$ cat src/rtl/dp_axi_polyvec_loader.sv
// Stream-to-AXI-write converter feeding the triple ping-pong polyvec buffer.
// Walks addr/poly counters over one polyvec, then parks in S_FULL until the controller swaps.
//
// state  | meaning
// S_LOAD | accepting beats, writing poly poly_cnt at address addr_cnt
// S_FULL | polyvec complete, stream stalled until i_swap
module dp_axi_polyvec_loader #(
    parameter int COE_WIDTH      = 39,
    parameter int ADDR_WIDTH     = 9,
    parameter int NUM_POLY       = 3,
    parameter int NUM_BASE_BANK  = 8,
    parameter int WORDS_PER_POLY = 512
) (
    input  logic                                 clk,
    input  logic                                 rst,
    input  logic                                 i_s_valid,
    output logic                                 o_s_ready,
    input  logic [COE_WIDTH*NUM_BASE_BANK-1:0]   i_s_data,
    input  logic                                 i_s_last,
    input  logic                                 i_swap,
    output logic [NUM_BASE_BANK*NUM_POLY-1:0]    o_axi_we,
    output logic [ADDR_WIDTH*NUM_BASE_BANK-1:0]  o_axi_wraddr,
    output logic [COE_WIDTH*NUM_BASE_BANK-1:0]   o_axi_data,
    output logic                                 o_full,
    output logic                                 o_err,
    output logic [7:0]                           o_vec_cnt
);

    localparam int PW   = (NUM_POLY > 1) ? $clog2(NUM_POLY) : 1;
    localparam int WE_W = NUM_BASE_BANK * NUM_POLY;
    localparam int DW   = COE_WIDTH * NUM_BASE_BANK;
    localparam int AW   = ADDR_WIDTH * NUM_BASE_BANK;

    localparam logic [0:0] S_LOAD = 1'b0;
    localparam logic [0:0] S_FULL = 1'b1;

    localparam logic [ADDR_WIDTH-1:0] ADDR_LAST = ADDR_WIDTH'(WORDS_PER_POLY - 1);
    localparam logic [PW-1:0]         POLY_LAST = PW'(NUM_POLY - 1);

    logic [0:0]            state_q,  state_d;
    logic [ADDR_WIDTH-1:0] addr_q,   addr_d;
    logic [PW-1:0]         poly_q,   poly_d;
    logic [WE_W-1:0]       we_q,     we_d;
    logic [AW-1:0]         wraddr_q, wraddr_d;
    logic [DW-1:0]         data_q,   data_d;
    logic                  err_q,    err_d;
    logic [7:0]            vec_q,    vec_d;

    logic accept;
    logic final_beat;

    assign o_s_ready  = ~rst & (state_q == S_LOAD);
    assign accept     = i_s_valid & o_s_ready;
    assign final_beat = (addr_q == ADDR_LAST) && (poly_q == POLY_LAST);

    always_comb begin
        state_d  = state_q;
        addr_d   = addr_q;
        poly_d   = poly_q;
        we_d     = '0;
        wraddr_d = wraddr_q;
        data_d   = data_q;
        err_d    = err_q;
        vec_d    = vec_q;

        if (accept) begin
            for (int p = 0; p < NUM_POLY; p++) begin
                if (PW'(p) == poly_q) begin
                    we_d[p*NUM_BASE_BANK +: NUM_BASE_BANK] = '1;
                end
            end
            wraddr_d = {NUM_BASE_BANK{addr_q}};
            data_d   = i_s_data;
            // last flag only audited, never used to realign the counters
            if (i_s_last != final_beat) begin
                err_d = 1'b1;
            end
            if (addr_q == ADDR_LAST) begin
                addr_d = '0;
                if (poly_q == POLY_LAST) begin
                    poly_d  = '0;
                    state_d = S_FULL;
                    vec_d   = vec_q + 8'd1;
                end else begin
                    poly_d = poly_q + PW'(1);
                end
            end else begin
                addr_d = addr_q + ADDR_WIDTH'(1);
            end
        end

        if ((state_q == S_FULL) && i_swap) begin
            state_d = S_LOAD;
        end
    end

    always_ff @(posedge clk) begin
        if (rst) begin
            state_q  <= S_LOAD;
            addr_q   <= '0;
            poly_q   <= '0;
            we_q     <= '0;
            wraddr_q <= '0;
            data_q   <= '0;
            err_q    <= 1'b0;
            vec_q    <= '0;
        end else begin
            state_q  <= state_d;
            addr_q   <= addr_d;
            poly_q   <= poly_d;
            we_q     <= we_d;
            wraddr_q <= wraddr_d;
            data_q   <= data_d;
            err_q    <= err_d;
            vec_q    <= vec_d;
        end
    end

    assign o_axi_we     = we_q;
    assign o_axi_wraddr = wraddr_q;
    assign o_axi_data   = data_q;
    assign o_full       = (state_q == S_FULL);
    assign o_err        = err_q;
    assign o_vec_cnt    = vec_q;

endmodule

$ cat config.mk
export PLATFORM = sky130hd
export DESIGN_NAME = dp_axi_polyvec_loader
export DESIGN_NICKNAME = d
export VERILOG_FILES = /design/src/rtl/dp_axi_polyvec_loader.sv
export SDC_FILE = /design/constraint.sdc
export NUM_CORES = 1
export LEC_CHECK = 0
export CORE_AREA = 2 2 288 290
export CTS_BUF_LIST = sky130_fd_sc_hd__clkbuf_8 sky130_fd_sc_hd__clkbuf_16
export CTS_CLUSTER_DIAMETER = 60
export DETAILED_ROUTE_END_ITERATION = 10
export DIE_AREA = 0 0 290 292
export GPL_TIMING_DRIVEN = 0
export PLACE_DENSITY_LB_ADDON = 0.2
export SLEW_MARGIN = 20
export SYNTH_ARGS = -nofsm -noshare
export SYNTH_HDL_FRONTEND = slang
export SYNTH_SLANG_ARGS = --single-unit
$ cat constraint.sdc
create_clock -name clk -period 2.85 [get_ports clk]
set_input_delay 0.285 -clock clk [delete_from_list [all_inputs] [get_ports clk]]
set_output_delay 0.285 -clock clk [all_outputs]
set_load 0.005 [all_outputs]
==> results.txt, run 1 <==
By area the synthesized netlist is led by dfxtp_1, nand2_1, a21oi_1. The initial utilization of the core area, before any placement, comes to 15.5%. The global-route wire length before repair was 86,200 microns.

At the end of routability-driven placement, the weighted congestion stood at 0.819. The floorplan step defined a core boundary enclosing 0.0816 sq mm. For this block, the via count after detailed routing is 13,300. The clock tree root buffer cell was clkbuf_16.

Wires add up to 59,300 microns. In this run, synthesis produced a sequential element count of 345. The instance count of the mapped netlist is 1,601, and the total half-perimeter wirelength after legalization and detailed placement is 47,500 microns.

Of all nets on the critical path, the largest fanout is 10. Setup violations remaining at the end of the flow were counted as 0. The setup check on the worst reg-to-reg path leaves a slack of 0.26 ns.

The worst-case IR drop observed on VDD is 346 uV. Worst setup margin: 0.265 ns. For the worst flop-to-flop path, the logic depth is 10.

Between clock sinks in the finished design, the worst skew comes to 0.0106 ns. The worst register-to-register path ends at o_vec_cnt[7]. For the warning count from the yosys run, the log shows 0. The shortest period the worst path allows came out at 2.59 ns. The finished layout holds 3,491 standard cells, fillers aside.

Yosys mapped the design onto 32 distinct sky130hd cell types. The number of top-level design ports came out at 736. The number of cells traversed by the worst hold path came out at 3. The number of hold violations in the final report was 0; the routed wirelength normalized by instance count was 17.0 microns. The total power after layout is 12.9 mW. In this run the tool buffered the top-level ports with 734 buffer cells. In the finished design, the share of the clock period the worst path needs comes to 90.7%. For hold timing, the worst endpoint is o_axi_data[22]. Buffers inserted during clock tree synthesis total 47. The number of iterations in the first detailed-routing pass is 4.

The normalized max-slew margin is 43.2%. The final core utilization was 28.1%; the leftover overflow at the end of global routing was 0. In the detailed route, the total length drawn on met3 is 4170 microns.

Timing analysis after detailed placement gives a worst setup slack of 0.0588 ns. The kind of end point of the critical path was a flop. The synthesized design devotes to its leading area cell type 54.6% of total area. After detailed placement, the design holds a cell count of 3,405. For the achievable frequency, the log shows 387 MHz. The run gives 0.56 ns as the clock latency at the later pin of the worst-skew pair.

The die is 290 microns wide. The worst hold path begins at i_s_data[22]. The tools report the cts-stage hold buffer count as 0. The count of antenna-violating nets left after detailed routing is 0. The signed area change from the synthesized netlist to the final layout is 81.4%. The overall die height was 292 microns.

The data arrival time at the worst-slack endpoint is 3.04 ns, and the area enclosed by the die boundary is 0.0847 sq mm. The number of antenna violations at the first check in global routing is 5, and the clock transition time at the flip-flop clock pins of the worst setup and hold paths is 0.06 ns. The total power divided by cell area was 564 mW/mm^2. The run gives 0 as the DRC violations left.

The tools report the synthesized net count as 1,922. The most common cell after layout, fill and taps aside is clkdlybuf4s50_1. After detailed routing, the met2 layer carries 30,200 microns of wire. The H-tree generated during clock tree synthesis spans 2 levels. In the routed layout, each cell is associated on average with a via count of 3.81. Detailed router's first-iteration violation count: 454.

Setup repair after global routing left no endpoint under its margin. The sum of negative setup slack is 0 ns, and the post-synthesis sequential area ratio is 54.6%. The detailed router put a total of 23,300 microns of wire on met1. The type of the tightest min-delay check was input pin to flop.

For the pin with the worst max-slew slack, the measured transition is 0.852 ns. For the total standard cell area after synthesis, the log shows 0.0126 sq mm. The static leakage was 8.67 nW. TritonCTS built the clock tree. The nature of the critical path startpoint was a flop.

Ratio of cells with drive above 1 in the final layout: 8.49%. The setup path with the least slack is of type flop to flop. For this run, the post-layout net count is 2,705. The max-slew violation total from the final report was 0. Counting every sink on the clock net gives 345. The tool flagged a number of max-cap violations equal to 0.

The number of rows in the core area came out at 105. The highest metal layer carrying signal wires in the routed design is met5. The flow ran to the end, and the final reports show no timing, DRC or antenna violations.

The worst register-to-register path begins at addr_q[0]. The pin count of the biggest net entering global routing was 12. The library cell with the largest summed area after synthesis was dfxtp_1. The endpoint required time on the critical path is 3.30 ns, and the mean post-synth cell area is 7.90 sq um. For this run, the total global-route usage over all layers was measured as 13.4%.

In the layout the commonest cells are clkdlybuf4s50_1, nand2_1, dfxtp_1. The longest clock path from root to sink contains 3 buffers. The via count of the first global-routing pass is 13,300.
==> per-stage QoR <==
stage	hold WS, ns	cell area, sq um
after floorplan	0.421	12600
after global placement	0.443	21300
after detailed placement	0.446	21300
after CTS	0.208	22900
after global routing	0.234	22900
final	0.268	22900
==> layout make-up <==
type	instances	area (sq um)
Clock buffer	58	1350
Sequential cell	345	6910
Buffer	198	1120
Clock inverter	22	248
Fill cell	8764	58600
Tap cell	1070	1340
Antenna cell	6	15.0
Timing Repair Buffer	734	7350
Multi-Input combinational cell	1058	4620
==> worst max-delay path, cell delays in order, from the launching register on <==
cell and delay [ns]:
dfxtp_1 0.42, ha_1 0.21, and3_1 0.21, and3_1 0.18, and3_1 0.19, ha_1 0.14, buf_2 0.19, nand4bb_1 0.22
nor4_2 0.41, nand3_1 0.15, mux2i_1 0.14
==> metal layers <==
layer | vias up | track usage, %
met2 | 437 | 24.3
li1 | 6645 | -
met3 | 86 | 4.23
met4 | 4 | 4.48
met5 | - | 0
met1 | 6123 | 14.7
==> synthesized netlist by cell type <==
library cell and instances:
nand3b_1 4, nor4b_1 3, or3_1 2, o21ai_0 3
xor2_1 2, nor3_1 5, mux2i_1 1, nor4_1 2
a31oi_1 1, nor2_1 12, ha_1 4, nor2b_1 1
nand3_1 4, a21oi_1 333, nand2_1 655, nor4_2 2
buf_4 87, or4b_1 1, or3b_1 1, and3_1 3
and4bb_1 1, dfxtp_1 345, clkbuf_1 58, buf_2 43
and2b_1 1, xnor2_1 7, a211oi_1 1, nand2b_1 6
o21ai_1 1, nand4b_1 1, nand4bb_1 1, buf_1 10
==> how the worst max path moves through the flow <==
stage,from,endpoint,cells past startpoint
after floorplan,addr_q[0],o_vec_cnt[7],10
after global placement,rst,o_s_ready,6
after detailed placement,rst,o_s_ready,6
after CTS,rst,o_s_ready,6
after global routing,addr_q[0],o_vec_cnt[7],10
final,addr_q[0],o_vec_cnt[7],10
==> kinds of logic (layout without fill, tap and decap cells) <==
| group | count (synthesis) | after routing | share of synthesized area, % |
|---|---|---|---|
| multiplexers | 1 | 1 | 0.0792 |
| AO/OA/AOI/OAI | 339 | 339 | 13.4 |
| XOR/XNOR | 9 | 9 | 0.623 |
| other | 0 | 6 | 0 |
| adder cells (fa/ha/maj) | 4 | 4 | 0.396 |
| AND/OR/NAND/NOR | 705 | 705 | 22.0 |
| buffers and inverters | 198 | 1012 | 8.89 |
| flip-flops | 345 | 345 | 54.6 |
==> repair_timing <==
action,CTS,global route
endpoints found under the setup margin,0,1
setup buffers,0,0
resized for setup,0,2
==> power by group <==
group,switching [mW],internal (mW)
clock network,2.28,3.78
registers,0.135,5.07
logic,0.702,0.981
total,3.11,9.84
==> registers in the layout (all words and copies together) (netlist names) <==
name          count
addr_q            9
o_full            1
o_err             1
o_axi_wraddr      9
o_axi_we          3
o_axi_data      312
o_vec_cnt         8
poly_q            2
No activity file was read; power rests on OpenSTA's default activity.
==> inputs of run 2 (changes only) <==
--- a/config.mk
+++ b/config.mk
@@ -5,11 +5,11 @@
 export SDC_FILE = /design/constraint.sdc
 export NUM_CORES = 1
 export LEC_CHECK = 0
-export CORE_AREA = 2 2 288 290
-export CTS_BUF_LIST = sky130_fd_sc_hd__clkbuf_8 sky130_fd_sc_hd__clkbuf_16
+export CORE_AREA = 2 2 284 286
+export CTS_BUF_LIST = sky130_fd_sc_hd__clkbuf_2 sky130_fd_sc_hd__clkbuf_4 sky130_fd_sc_hd__clkbuf_8
 export CTS_CLUSTER_DIAMETER = 60
 export DETAILED_ROUTE_END_ITERATION = 10
-export DIE_AREA = 0 0 290 292
+export DIE_AREA = 0 0 286 288
 export GPL_TIMING_DRIVEN = 0
 export PLACE_DENSITY_LB_ADDON = 0.2
 export SLEW_MARGIN = 20
==> run 2 against run 1 <==
Clock power fell by 13%. Die area fell by 2.7%. Non-clock buffer count did not move. Wire length rose by 0.65%. Cell count rose by 0.72%. Highest routed layer unchanged. Largest cell class unchanged. Worst setup slack got worse by 0.059 ns.
==> results.txt, run 2 (synthesis gave the netlist of run 1 again) <==
The run finished with clean final reports. The busiest metal layer after global routing was met2. The max-cap violation count is 0.

For this design the static power due to leakage is 8.59 nW. The library cell used most frequently in the layout, excluding fill and tap cells, is clkdlybuf4s50_1. The H-tree was split into 3 levels.

The number of hold violations in the final report was 0. Measured against its own limit, the worst slew margin works out to 39.1%. The tools report the total global-route track usage as 13.7%.

Gates resized during post-CTS repair numbered 0. Signed area change from the synthesized netlist to the final layout: 79.8%. For the data arrival time at the worst-slack endpoint, the log shows 2.36 ns. TritonCTS built the clock tree. The first global-routing pass estimated 85,400 microns of wire. The total half-perimeter wirelength after legalization and detailed placement came out at 47,000 microns. The met1 global-route usage is 14.8%. The worst setup path is launched from an input pin.

Once the floorplan was initialized, standard cells occupied 15.9% of the core. Critical path start-end classification: input pin to output pin. In this run the vertical extent of the chip is 288 microns. Dividing the detail-routed via count by the number of cells gives 3.85. For the TritonCTS buffer count, the log shows 70.

Leaving out fill and tap cells, the most frequent cells in the layout are clkdlybuf4s50_1, nand2_1, dfxtp_1. After clock tree synthesis, the setup repair step added 0 buffers. The critical path starts at rst. Dividing the final minimum period by the clock period gives 92.8%.

In this run the worst path has a maximum fanout of 10. The count of buffers added on input and output ports is 734. The logs give 736 for the number of top-level design ports and 0.00691 sq mm for the combined flip-flop and latch cell area. After the last flow step, the layout net total stands at 2,728.

For this run the aggregate overflow at the end of global routing stands at 0. The run gives 0 ns as the sum of negative setup slack. The register with the most flip-flops in the layout has 312 of them. After clock tree synthesis, the clock-pin slew on the worst setup and hold paths is 0.06 ns. The worst slack at placement was 0.123 ns.

Global routing used 24.3% of the available met2 tracks. Setup repair after global routing left no endpoint under its margin. The max-slew violation total from the final report is 0.

For the final weighted congestion in routability-driven placement, the log shows 0.823. The detailed router's first-iteration violation count is 481, and the total number of vias is 13,500. For the pin with the worst max-slew slack, the measured transition is 0.913 ns. The run gives 0.0243 ns as the final setup skew. The run gives 59,700 microns as the total wirelength of the detailed-routed design. Dividing total power by cell area gives a power density of 536 mW/mm^2.

The tools report the number of antenna violations at the first check in global routing as 9. The path class of the tightest hold or removal check is input pin to flop. Cells fill 28.5% of the core in the end.

The initialized floorplan defines 104 standard-cell rows. Summing all multi-input logic gate instances after layout gives 0.00462 sq mm. Based on the critical path, the design can be clocked at up to 378 MHz. Fill cells in the final layout number 8,602. CTS placed an instance of clkbuf_8 at the clock tree root.

The run gives 0 as the cts-stage hold buffer count. The die covers 0.0824 sq mm. After floorplanning, the core was sized to cover 0.0796 sq mm.

In the post-route analysis, the smallest setup slack over all paths is 0.205 ns. The via count of the first global-routing pass is 13,400. The TritonCTS sink count was 345; the clock latency at the later pin of the worst-skew pair was 0.64 ns.

VDD sags by at most 258 uV. The worst hold path begins at i_s_data[67]. For the global-route met3 utilization, the log shows 4.89%.

The tools report the number of iterations in the first detailed-routing pass as 5. The startpoint identified for the worst register-to-register timing path is addr_q[0]. The endpoint required time on the critical path was 2.57 ns.

The maximum root-to-sink buffer count is 3. Once detail routing completed, the nets flagged for antenna violations numbered 0. The ratio of cells with drive above 1 in the final layout was 10.1%; the final number of setup-violating endpoints was 0. Counting I/O delays and the setup requirement, the final critical path takes 2.64 ns.

For the DRC violations left, the log shows 0. After detailed routing, the average wire length per cell comes to 17.0 microns. The die is 286 microns wide. The kind of end point of the critical path was an output pin. Entering global routing, the biggest net connects 11 pins.
run 2: final cells by class:
type	instances	share of cell area (%)
diodes	5	0.0550
plain buffers	198	4.94
clock buffers	103	5.52
clock inverters	13	0.638
multi-input cells	1058	20.3
flip-flops and latches	345	30.4
well taps	1060	5.83
repair buffers	734	32.3
run 2: metrics by stage:
| stage | area [sq um] | hold slack [ns] | cells | power, mW |
|---|---|---|---|---|
| detailed placement | 21300 | 0.446 | 3395 | 7.02 |
| finish | 22700 | 0.195 | 3516 | 12.2 |
| global route | 22700 | 0.134 | 3514 | 12.8 |
| global placement | 21300 | 0.442 | 3395 | 7.00 |
| floorplan | 12600 | 0.421 | 1601 | 5.79 |
| CTS | 22700 | 0.0901 | 3511 | 12.5 |
run 2: routing by layer:
metal  part of all wire (%)  up-vias
met2                     50      432
met5                   0.15        -
met1                     38     6281
met3                    7.9      119
met4                    3.0       14
li1                       -     6703
run 2: worst paths after layout:
kind | endpoint | slack, ns | cells after the start
setup reg to reg | o_vec_cnt[7] | 0.29 | 10
setup / recovery | o_s_ready | 0.21 | 6
hold reg to reg | o_axi_data[304] | 0.45 | 2
hold / removal | o_axi_data[67] | 0.19 | 3
run 2: where the power goes:
part | internal (mW) | leakage (nW) | total, mW | switching [mW]
sequential | 5.08 | 2.84 | 5.22 | 0.140
combinational | 0.980 | 5.01 | 1.67 | 0.694
clock | 3.00 | 0.735 | 5.30 | 2.30
total | 9.06 | 8.59 | 12.2 | 3.13
run 2: critical path: stages:
cell,delay [ns]
clkbuf_1,0.39
clkbuf_1,0.47
buf_2,0.39
buf_2,0.30
nor2_1,0.06
clkdlybuf4s50_1,0.46
==> inputs of run 3 (changes only) <==
--- a/config.mk
+++ b/config.mk
@@ -11,7 +11,6 @@
 export DETAILED_ROUTE_END_ITERATION = 10
 export DIE_AREA = 0 0 286 288
 export GPL_TIMING_DRIVEN = 0
-export PLACE_DENSITY_LB_ADDON = 0.2
 export SLEW_MARGIN = 20
 export SYNTH_ARGS = -nofsm -noshare
 export SYNTH_HDL_FRONTEND = slang
==> run 3 against run 2 <==
Cell area up 0.30%. Clock skew up 0.0083 ns. Wire length down 3.9%. Register-to-register slack better by 0.05 ns. Count of clock-buffer cells in the layout down 1. Via count down 0.31%. Sequential cell count unchanged. Non-clock buffer count unchanged. Cell count up 0.11%. Die area unchanged.
==> results.txt, run 3 (synthesis gave the netlist of run 1 again) <==
The number of hold buffers added after CTS was 0. For the number of top-level design ports, the log shows 736. In this run the worst hold path is classified as input pin to flop. The worst setup path is launched from a flop. The endpoint required time on the critical path is 3.38 ns, and the share of the clock period used by the worst path is 88.0%. Internal power contribution: 9.18 mW. Setup repair after global routing left no endpoint under its margin. The run finished with clean final reports. After layout, the minimum clock period comes to 2.51 ns. The most common cell after layout, fill and taps aside was clkdlybuf4s50_1. Setup violations remaining at the end of the flow were counted as 0. Summed over all cells, the static leakage comes to 8.63 nW. TritonCTS built the clock tree.

In this run the remaining antenna-violating nets after routing total 0. The TritonCTS sink count was 345. The part of the total power dissipated in the clock network came out at 44.3%. The max-slew violation total from the final report came out at 0. Normalized max-slew margin: 39.9%.

The worst setup margin was 0.342 ns; the number of iterations in the first detailed-routing pass was 5. The first global-routing pass estimated 81,300 microns of wire. The max-cap violation count came out at 0. The tools report the leftover overflow at the end of global routing as 0.

The critical path is of the flop to flop type. For the final setup skew, the log shows 0.0326 ns. The tools report the placeable core region as 0.0796 sq mm. For the maximum root-to-sink buffer count, the log shows 3. The via density per instance was 3.84; the hold slack was 0.182 ns.

In the layout the commonest cells are clkdlybuf4s50_1, nand2_1, dfxtp_1. After detailed routing, the number of remaining DRC violations is 0. The worst-case IR drop observed on VDD is 390 uV.

Timing would allow up to 399 MHz. Relative to the synthesized area, the layout overhead comes to 80.3%. Entering global routing, the biggest net connects 11 pins. After legalization and detailed placement, the total HPWL measured 44,300 microns.

The final weighted congestion in routability-driven placement was 0.877. Counting the fill cells in the layout gives 8,619. After the last flow step, the layout net total stands at 2,728. The post-route netlist has 10.3% of its cells at a drive strength greater than 1.

The flip-flop count of the largest register after layout came out at 312. Along the worst path, the maximum fanout reaches 10. In this run, the combinational gates consume 13.6% of the power. In the final routed layout, each cell accounts on average for 16.3 microns.

For this run, the total global-route usage over all layers was measured as 13.2%. For this block, the routed nets add up to 57,300 microns of wire. The tools report the clock tree root buffer cell as clkbuf_8. The number of hold violations in the final report is 0. The kind of end point of the critical path is a flop. After clock tree synthesis, the clock-pin slew on the worst setup and hold paths is 0.06 ns. The H-tree generated during clock tree synthesis spans 3 levels. The run gives 526 as the detailed router's first-iteration violation count.

In this run switching power makes up 25.9% of total power. The count of buffers added on input and output ports is 734. The run gives 6 as the number of antenna violations at the first check in global routing. The later pin in the worst-skew pair is clocked with a latency of 0.64 ns. The post-CTS repair timing setup buffer count came out at 0. The placed instance count is 3,395. Before CTS, the worst setup slack after placement is -0.0408 ns. The width of the die is 286 microns. Once the floorplan was initialized, standard cells occupied 15.9% of the core. For the data arrival time at the worst-slack endpoint, the log shows 3.04 ns.

The die is 288 microns tall. For this design the total switching power over the nets is 3.20 mW. For the via count of the first global-routing pass, the log shows 12,800. For this design the ratio of total power to cell area is 543 mW/mm^2. The logs give 104 for the number of rows in the core area and 42.1% for the share of total power in sequential cells.

In this run, CTS created clock tree buffers numbering 70. The die covers 0.0824 sq mm. Detailed routing inserted a total of 13,500 vias. The finished layout holds 3,520 standard cells, fillers aside. The slew at the pin closest to its max-slew limit came out at 0.902 ns.
run 3: changes by cell type in the layout (fill, tap and decap cells not counted), sizes merged:
cell	before	now
diode	5	4
inv	4	3
bufinv	2	3
clkinv	3	9
clkbuf	161	160
run 3: final timing paths:
check | slack (ns) | depth (start not counted) | start | end
max reg2reg | 0.34 | 10 | addr_q[0] | o_vec_cnt[7]
min | 0.18 | 3 | i_s_data[280] | o_axi_data[280]
max | 0.34 | 10 | addr_q[0] | o_vec_cnt[7]
min reg2reg | 0.45 | 2 | o_axi_data[184] | o_axi_data[184]
run 3: worst max-delay path: stages, from the launching register on:
cell and delay [ns]:
dfxtp_1 0.42, ha_1 0.21, and3_1 0.22, and3_1 0.18, and3_1 0.19, ha_1 0.14
buf_2 0.19, nand4bb_1 0.20, nor4_2 0.40, nand3_1 0.15, mux2i_1 0.13
run 3: through the flow:
step	power [mW]	util [%]	setup TNS (ns)	cell area [sq um]
6_report	12.4	28.6	0	22800
4_1_cts	12.6	28.6	0	22800
5_1_grt	13.0	28.6	0	22800
3_5_place_dp	7.02	26.8	-0.0952	21300
2_1_floorplan	5.79	-	0	12600
3_3_place_gp	7.01	26.8	-0.0254	21300
run 3: metal layers:
| metal | wire, microns | track usage (%) | share of wire, % |
|---|---|---|---|
| met1 | 22600 | 15.2 | 39 |
| met2 | 27500 | 21.8 | 48 |
| met4 | 2140 | 6.23 | 3.7 |
| met3 | 5080 | 4.60 | 8.9 |
| met5 | 13 | 0 | 0.023 |
run 3: what timing repair did:
action / 4_1_cts / 5_1_grt
hold endpoints to repair: 0 / 0
gates resized for setup: 0 / 2
setup endpoints to repair: 0 / 1
run 3: layout make-up:
type / instances / area [sq um] / area share (%)
Timing Repair Buffer: 734 / 7350 / 32.2
Sequential cell: 345 / 6910 / 30.3
Multi-Input combinational cell: 1058 / 4620 / 20.2
Tap cell: 1060 / 1330 / 5.82
Clock buffer: 102 / 1260 / 5.53
Buffer: 198 / 1120 / 4.93
Clock inverter: 19 / 209 / 0.916
Antenna cell: 4 / 10.0 / 0.0439
run 3: power by group through the flow:
stage               clock (mW)  combinational, mW  sequential, mW
floorplan                    0              0.469            5.32
global placement             0               1.70            5.30
detailed placement           0               1.71            5.31
CTS                       5.72               1.72            5.21
global route              5.89               1.83            5.24
finish                    5.49               1.69            5.21
